$ cat src/rtl/uart_pkg.sv
// Shared constants and the character-timeout state encoding for the UART receive buffer.
package uart_pkg;
  localparam int DEPTH_DEF     = 8;
  localparam int TO_CYCLES_DEF = 640;
  localparam int ENTRY_W       = 9;  // {err, data[7:0]}
  localparam int CNT_W         = 5;

  typedef enum logic [1:0] {
    TO_IDLE  = 2'd0,
    TO_COUNT = 2'd1,
    TO_FIRED = 2'd2
  } to_state_e;
endpackage

$ cat src/rtl/uart_rx_fifo.sv
// Receive FIFO storage and pointers: synchronous write, registered read on pop.
module uart_rx_fifo
  import uart_pkg::*;
#(
  parameter int DEPTH = DEPTH_DEF
) (
  input  logic               bclk,
  input  logic               rst,
  input  logic               push_i,
  input  logic               pop_i,
  input  logic [ENTRY_W-1:0] wdata_i,
  output logic [ENTRY_W-1:0] rdata_o,
  output logic [CNT_W-1:0]   cnt_o
);
  localparam int AW = $clog2(DEPTH);

  logic [ENTRY_W-1:0] mem_q [DEPTH];
  logic [AW-1:0]      wr_ptr_q, rd_ptr_q;
  logic [CNT_W-1:0]   cnt_q, cnt_d;
  logic [ENTRY_W-1:0] rdata_q;

  // NOTE: every variable assigned here gets a default first, so no path can infer a latch.
  always_comb begin
    cnt_d = cnt_q;
    unique case ({push_i, pop_i})
      2'b10:   cnt_d = cnt_q + CNT_W'(1);
      2'b01:   cnt_d = cnt_q - CNT_W'(1);
      default: cnt_d = cnt_q;
    endcase
  end

  // NOTE: sequential state uses non-blocking assignments so all registers update together at the edge.
  always_ff @(posedge bclk) begin
    if (rst) begin
      wr_ptr_q <= '0;
      rd_ptr_q <= '0;
      cnt_q    <= '0;
      rdata_q  <= '0;
    end else begin
      cnt_q <= cnt_d;
      if (push_i) wr_ptr_q <= wr_ptr_q + AW'(1);
      if (pop_i) begin
        rd_ptr_q <= rd_ptr_q + AW'(1);
        rdata_q  <= mem_q[rd_ptr_q];
      end
    end
  end

  // NOTE: storage is deliberately not reset; entries are only read after being written.
  always_ff @(posedge bclk) begin
    if (push_i) mem_q[wr_ptr_q] <= wdata_i;
  end

  assign rdata_o = rdata_q;
  assign cnt_o   = cnt_q;
endmodule

$ cat src/rtl/uart_rx_buf_ctrl.sv
// UART receive buffer controller: push/pop control, flags, overrun, error count and irq.
// Define UART_RX_TIMEOUT_EN to add the character-timeout FSM and the to_flag output.
module uart_rx_buf_ctrl
  import uart_pkg::*;
#(
  parameter int DEPTH     = DEPTH_DEF,
  parameter int TO_CYCLES = TO_CYCLES_DEF
) (
  input  logic             bclk,
  input  logic             rst,
  input  logic             rx_en,
  input  logic             rx_done,
  input  logic [7:0]       rx_data,
  input  logic             rx_err,
  input  logic             rd_req,
  input  logic [3:0]       thresh,
  input  logic             ovr_clr,
  output logic [7:0]       rd_data,
  output logic             rd_err,
  output logic             rd_valid,
  output logic [CNT_W-1:0] fifo_cnt,
  output logic             empty,
  output logic             full,
  output logic             overrun,
  output logic [7:0]       err_cnt,
`ifdef UART_RX_TIMEOUT_EN
  output logic             to_flag,
`endif
  output logic             irq
);
  logic               push_req, pop, push_ok, ovr_set;
  logic [ENTRY_W-1:0] fifo_rdata;
  logic               rd_valid_q, overrun_q, irq_q, irq_d;
  logic [7:0]         err_cnt_q;

  assign empty    = (fifo_cnt == '0);
  assign full     = (fifo_cnt == CNT_W'(DEPTH));
  assign push_req = rx_done & rx_en;
  assign pop      = rd_req & ~empty;
  // A full FIFO still accepts a push when a pop frees a slot in the same cycle.
  assign push_ok  = push_req & (~full | pop);
  assign ovr_set  = push_req & full & ~pop;

  uart_rx_fifo #(.DEPTH(DEPTH)) u_fifo (
    .bclk    (bclk),
    .rst     (rst),
    .push_i  (push_ok),
    .pop_i   (pop),
    .wdata_i ({rx_err, rx_data}),
    .rdata_o (fifo_rdata),
    .cnt_o   (fifo_cnt)
  );

  assign rd_err  = fifo_rdata[ENTRY_W-1];
  assign rd_data = fifo_rdata[7:0];

`ifdef UART_RX_TIMEOUT_EN
  localparam int TO_W = $clog2(TO_CYCLES);

  to_state_e         to_state_q, to_state_d;
  logic [TO_W-1:0]   to_cnt_q, to_cnt_d;
  logic              activity;

  assign activity = push_ok | pop;
  assign to_flag  = (to_state_q == TO_FIRED);

  always_comb begin
    to_state_d = to_state_q;
    to_cnt_d   = to_cnt_q;
    unique case (to_state_q)
      TO_IDLE: begin
        to_cnt_d = '0;
        if (!empty) to_state_d = TO_COUNT;
      end
      TO_COUNT: begin
        if (empty) begin
          to_state_d = TO_IDLE;
          to_cnt_d   = '0;
        end else if (activity) begin
          to_cnt_d = '0;
        end else if (to_cnt_q == TO_W'(TO_CYCLES - 1)) begin
          to_state_d = TO_FIRED;
          to_cnt_d   = '0;
        end else begin
          to_cnt_d = to_cnt_q + TO_W'(1);
        end
      end
      TO_FIRED: if (activity) to_state_d = TO_IDLE;
      default:  to_state_d = TO_IDLE;
    endcase
  end

  always_ff @(posedge bclk) begin
    if (rst) begin
      to_state_q <= TO_IDLE;
      to_cnt_q   <= '0;
    end else begin
      to_state_q <= to_state_d;
      to_cnt_q   <= to_cnt_d;
    end
  end
`endif

  always_comb begin
    irq_d = ((thresh != 4'd0) && (fifo_cnt >= {1'b0, thresh})) || overrun_q;
`ifdef UART_RX_TIMEOUT_EN
    irq_d = irq_d || to_flag;
`endif
  end

  always_ff @(posedge bclk) begin
    if (rst) begin
      rd_valid_q <= 1'b0;
      overrun_q  <= 1'b0;
      err_cnt_q  <= '0;
      irq_q      <= 1'b0;
    end else begin
      rd_valid_q <= pop;
      irq_q      <= irq_d;
      if (ovr_set)      overrun_q <= 1'b1;
      else if (ovr_clr) overrun_q <= 1'b0;
      if (push_req && rx_err && (err_cnt_q != 8'hFF)) err_cnt_q <= err_cnt_q + 8'd1;
    end
  end

  assign rd_valid = rd_valid_q;
  assign overrun  = overrun_q;
  assign err_cnt  = err_cnt_q;
  assign irq      = irq_q;
endmodule

$ cat config.mk
export PLATFORM = sky130hd
export DESIGN_NAME = uart_rx_buf_ctrl
export DESIGN_NICKNAME = d
export VERILOG_FILES = /design/src/rtl/uart_pkg.sv /design/src/rtl/uart_rx_fifo.sv /design/src/rtl/uart_rx_buf_ctrl.sv
export SDC_FILE = /design/constraint.sdc
export NUM_CORES = 1
export LEC_CHECK = 0
export ABC_AREA = 1
export BUFFER_PORTS_ARGS = -buffer_cell sky130_fd_sc_hd__buf_2
export CAP_MARGIN = 10
export CORE_ASPECT_RATIO = 0.6
export CORE_MARGIN = 8
export CORE_UTILIZATION = 32
export DETAILED_ROUTE_END_ITERATION = 12
export GPL_TIMING_DRIVEN = 0
export PLACE_DENSITY = 0.45
export SYNTH_ARGS = -nofsm -noshare
export SYNTH_HDL_FRONTEND = slang
export SYNTH_SLANG_ARGS = --single-unit
$ cat constraint.sdc
create_clock -name bclk -period 2.9 [get_ports bclk]
set_clock_uncertainty 0.15 [all_clocks]
set_input_delay 0.145 -clock bclk [delete_from_list [all_inputs] [get_ports bclk]]
set_output_delay 0.145 -clock bclk [all_outputs]
set_load 0.02 [all_outputs]
After elaboration in Yosys (flattened, before gate mapping)

Memories as Yosys holds them, arrays and structs flattened. A register that Yosys moved wholly into a read port is not among the register bits.
Index checks and enable logic that the tools add are counted.

RAM bits: 72
Register bits after elaboration: 22
Memories kept: 1
Output and inout port bits: 27

Equal/unequal tests: 4
Add/subtract/negate cells: 5
Bitwise logic cells: 9
Order comparisons: 1
Muxes and demuxes: 5
Reductions and logical operators: 8

Memories:

| memory       | words | bits a word | rd ports | clocked after memory_dff | wr ports | line               | RTL |
|---|---|---|---|---|---|---|---|
| u_fifo.mem_q | 8     | 9           | 1        | 1                        | 1        | uart_rx_fifo.sv:17 | `logic [ENTRY_W-1:0] mem_q [DEPTH];` |

Operator list:

| kind                  | count |
|---|---|
| $pmux W5 S2           | 1 |
| $add A8 B1 Y8 const B | 1 |
| $ne A8 B8 Y1 const B  | 1 |
| $add A3 B1 Y3 const B | 2 |
| $add A5 B1 Y5 const B | 1 |
| $and A1 B1 Y1         | 5 |
| $eq A5 B4 Y1 const B  | 1 |
| $ge A5 B4 Y1          | 1 |
| $logic_not A5 Y1      | 1 |
| $sub A5 B1 Y5 const B | 1 |
| $mux W1               | 4 |
| $reduce_bool A2 Y1    | 2 |
| $reduce_bool A4 Y1    | 1 |
| $logic_and A1 B1 Y1   | 3 |
| $not A1 Y1            | 3 |
| $eq A2 B1 Y1 const B  | 1 |
| $eq A2 B2 Y1 const B  | 1 |
| $logic_or A1 B1 Y1    | 1 |
| $or A1 B1 Y1          | 1 |

Longest topological paths before layout

Depth after elaboration: 7
Gate-level depth with buffers: 14
Gate-level depth less buffers: 13

Cells and area by module

From an unflattened synthesis, not the netlist that was laid out.

Cells, all modules: 458
Area, all modules: 4690.7 um^2

By module, submodules not included:

| module           | area each (um^2) | times used | cells each |
|---|---|---|---|
| uart_rx_fifo     | 3953.8           | 1          | 349 |
| uart_rx_buf_ctrl | 737.0            | 1          | 109 |

Least setup slack after synthesis

Ideal clock, no wire load.

Path kind: register -> register
Start: register u_fifo.cnt_q[1], in the netlist u_fifo.cnt_o[1]
End: register u_fifo.cnt_q[4], in the netlist u_fifo.cnt_o[4]
Stages on the path, launching flop included: 15
Arrival time: 2083 ps
Buffers on the path: 1
Clock period less this slack: 2353 ps
Setup time: 120 ps
Path slack: 547 ps
Cells stage by stage: dfxtp_1 nor2_1 nand3_1 nand2_2 inv_2 buf_4 ha_1 inv_1 fa_1 o21ai_1 nand2_1 nand2_1 nand2_1 nand2_1 a21oi_1

Cells in the longest elaborated chain, start to end: 7
Elaborated cells on any way between the ends: 13
Classes of those cells: 2 x add/sub; 3 x eq/ne; 1 x mux; 5 x bitwise; 2 x reduce/logical

RTL lines:

| item                                              | line                   | RTL |
|---|---|---|
| start: declaration                                | uart_rx_fifo.sv:19     | `logic [CNT_W-1:0] cnt_q, cnt_d;` |
| start signal: assignment                          | uart_rx_fifo.sv:40     | `cnt_q <= cnt_d;` |
| $logic_not A5 Y1 (*)                              | uart_rx_buf_ctrl.sv:36 | `assign empty = (fifo_cnt == '0);` |
| $not A1 Y1 (*)                                    | uart_rx_buf_ctrl.sv:39 | `assign pop = rd_req & ~empty;` |
| $and A1 B1 Y1 (*)                                 | uart_rx_buf_ctrl.sv:39 |  |
| net pop                                           | uart_rx_buf_ctrl.sv:31 | `logic push_req, pop, push_ok, ovr_set;` |
| $or A1 B1 Y1                                      | uart_rx_buf_ctrl.sv:41 | `assign push_ok = push_req & (~full \| pop);` |
| $and A1 B1 Y1                                     | uart_rx_buf_ctrl.sv:41 |  |
| $eq A2 B1 Y1 or $eq A2 B2 Y1 (tied branches)      | uart_rx_fifo.sv:25     | `unique case ({push_i, pop_i})` |
| $pmux W5 S2 or $reduce_bool A2 Y1 (tied branches) | n/a                    |  |

The timed path passes the listed nets; every way through them passes the cells marked *.
A chain may end at the register's enable or synchronous reset.

Worst setup path after layout

Ends and elaborated chain as after synthesis.

==> impl_results.md <==
- YS warnings: 0
- Unique cell type count in the Yosys netlist: 28
- Layout cell share with drive strength beyond 1: 0.154
- Main synth FF type: edfxtp_1
- Worst setup EP type: register
- Net switching fraction of the power: 0.356
- Remaining Overflow, GRT: 0
- Clk root buf: clkbuf_16
- Fmax: 384 MHz
- Sequential share of the synthesized area: 0.599
- Switching Power: 0.00163 W
- # H-tree levels: 3
- Gates resized, CTS repair: 0
- # DRC: 0
- Worst EP arrival: 2.74 ns
- GPL Wtd Cong: 0.784
- Worst Setup Path Type: register to register
- Die area: 18800 µm²
- Most area-consuming cells after synthesis: edfxtp_1 47%, dfxtp_1 13%, nand2_1 11%
- Required time of the critical path: 3.03 ns
- Final Max Slew Viols: 0
- Reg power frac: 0.389
- Wire per inst: 15.1 µm
- Fin crit period: 2.61 ns
- Post-Syn Area per Cell: 9.16 µm²
- CTS sink count: 103
- Max Cap Viol: 0
- Place WS: 0.283 ns
- Core Footprint: 14300 µm²
- Combinational power share: 0.321
- Mapped cell area: 4650 µm²
- Die Y: 109 µm
- CTS tree: built
- WL final: 11.7 mm
- Via/cell ratio: 4.29
- Share of the synthesized area in the top cell type: 0.465
- Vias: 3332
- Final WS setup: 0.293 ns
- Slew headroom: 0.207
- Status: finished clean
- Asr flop ratio synth: 0
- Cells after Synth: 507
- Post-detail-place hpwl: 8.04 mm
- Sum of negative setup slack: 0 ns
- 1st-iter DRT viols: 216
- Final hold slack: 0.0285 ns
- Cell-internal power: 0.00294 W
- RSZ-0062 raised after global routing: false
- Global-route wire length before repair: 18.7 mm
- Post-synth top cells: 136 x nand2_1, 79 x inv_1, 72 x edfxtp_1
- Most common cell in the netlist: nand2_1
- Met3 usage: 0.0344
- Synthesis-to-finish area growth: 19.5%
- TritonCTS Buffers: 9
- Final nets: 604
- Post-synthesis register bit count: 103
- Pre-antenna DRT Iters: 5
- Synth Net Count: 538
- GRT Total Usage: 0.133
- Largest net degree at the start of global routing: 19
- GRT met2 Usage: 0.197
- Insertion delay to the later sink of the worst-skew pair: 0.34 ns
- Met1 Use GR: 0.191
- Min-delay worst type: input port to register
- Post-CTS setup buffer count: 0
- Clock group share of total power: 0.290
- Number of synthesized flops with an enable pin: 72
- Final worst-path cycle share: 0.899
- Boundary Pins: 46
- Initial Util: 0.324
- Startpoint types: register
- Clk buf depth: 2
- Row cnt: 34
- Vias in the first global route: 3356
- Worst-path clk slew: 0.07 ns
- Setup violators final: 0
- CP max FO: 10
- Power Density: 823 nW/µm²
- Fillers: 1472
- Post-route ant nets: 0
- Gr busiest metal: met2
- Chip width: 172 µm
- Pleak: 2.45 nW
- Initial antenna violation count: 0
- Post-synth top area cell: edfxtp_1
- # port buffers: 44
- Fin. Hold Viols: 0
- Max IR drop VDD: 0.304 mV
- Worst Tran Pin Value: 1.18 ns
- Diodes inserted: 0
[final cells by class]
cell class              count  area, µm²  area share
inverters                  87        327      0.0588
plain buffers              18        109      0.0196
clock buffers               9        225      0.0406
repair buffers             55        330      0.0595
flip-flops and latches    103       2780       0.501
multi-input cells         299       1430       0.257
well taps                 198        248      0.0446
clock inverters             7        103      0.0185
[flip-flops by register name (all words and copies together), names as in the netlist]
name	flops
err_cnt	8
irq	1
overrun	1
rd_valid	1
u_fifo.cnt_o	5
u_fifo.mem_q	72
u_fifo.rd_ptr_q	3
u_fifo.rdata_o	9
u_fifo.wr_ptr_q	3
[worst max-delay path: stages (launching register included)]
cell	delay, ns
dfxtp_1	0.44
nor2_1	0.10
nand3_1	0.13
nand2_2	0.12
inv_2	0.07
buf_4	0.20
ha_1	0.30
inv_1	0.08
fa_1	0.41
o21ai_1	0.20
nand3_1	0.09
nand2_1	0.08
nand2_1	0.05
a21oi_1	0.11
[cell families after synthesis]
group / after synthesis / share of synthesized area
compound gates: 39 / 0.0426
xor+xnor: 5 / 0.00943
fa+ha+maj: 12 / 0.0339
buf+inv: 105 / 0.0937
flops: 103 / 0.599
simple gates: 243 / 0.221
[power groups by stage]
stage | combinational (W) | clock, W | sequential [W]
after global routing | 0.00166 | 0.00142 | 0.00179
after floorplan | 0.000887 | 0 | 0.00190
after CTS | 0.00148 | 0.00136 | 0.00178
final | 0.00147 | 0.00133 | 0.00178
after global placement | 0.00145 | 0 | 0.00181
after detailed placement | 0.00146 | 0 | 0.00181
[per-layer routing]
metal | up-vias | wire, µm
met5 | - | 0
met4 | 0 | 57
met3 | 7 | 698
met2 | 68 | 4890
met1 | 1499 | 6110
li1 | 1758 | -
[final timing paths]
check,startpoint,endpoint,slack [ns],depth (start not counted)
hold reg to reg,u_fifo.rdata_o[1],u_fifo.rdata_o[1],0.31,2
hold / removal,rd_req,u_fifo.rdata_o[5],0.03,4
setup / recovery,u_fifo.cnt_o[1],u_fifo.cnt_o[4],0.29,13
setup reg to reg,u_fifo.cnt_o[1],u_fifo.cnt_o[4],0.29,13
[per-stage QoR]
stage          cells  total power, W  cell area (µm²)  utilization
2_1_floorplan    507         0.00278             4650            -
3_3_place_gp     749         0.00326             5110        0.357
3_5_place_dp     749         0.00327             5110        0.357
4_1_cts          776         0.00461             5550        0.387
5_1_grt          776         0.00487             5550        0.387
6_report         776         0.00457             5550        0.387
[layout by cell type, fill, tap and decap left out, drive strengths merged]
cell         count
o22ai            1
edfxtp          72
fa               1
a21oi           23
xor2             2
nor3             3
a31oi            1
inv             90
nand4            2
nand3           62
and2             1
dfxtp           31
bufinv           2
ha              11
clkbuf          12
buf             59
or2              3
dlygate4sd3     11
nand2          140
nor2            31
xnor2            3
o21ai           14
clkinvlp         1
and3             1
clkinv           1
[timing repair]
action / 4_1_cts / 5_1_grt
hold buffers: 11 / 0
hold endpoints to repair: 79 / 0
setup endpoints to repair: 0 / 0
(Power assumes the default switching activity.)
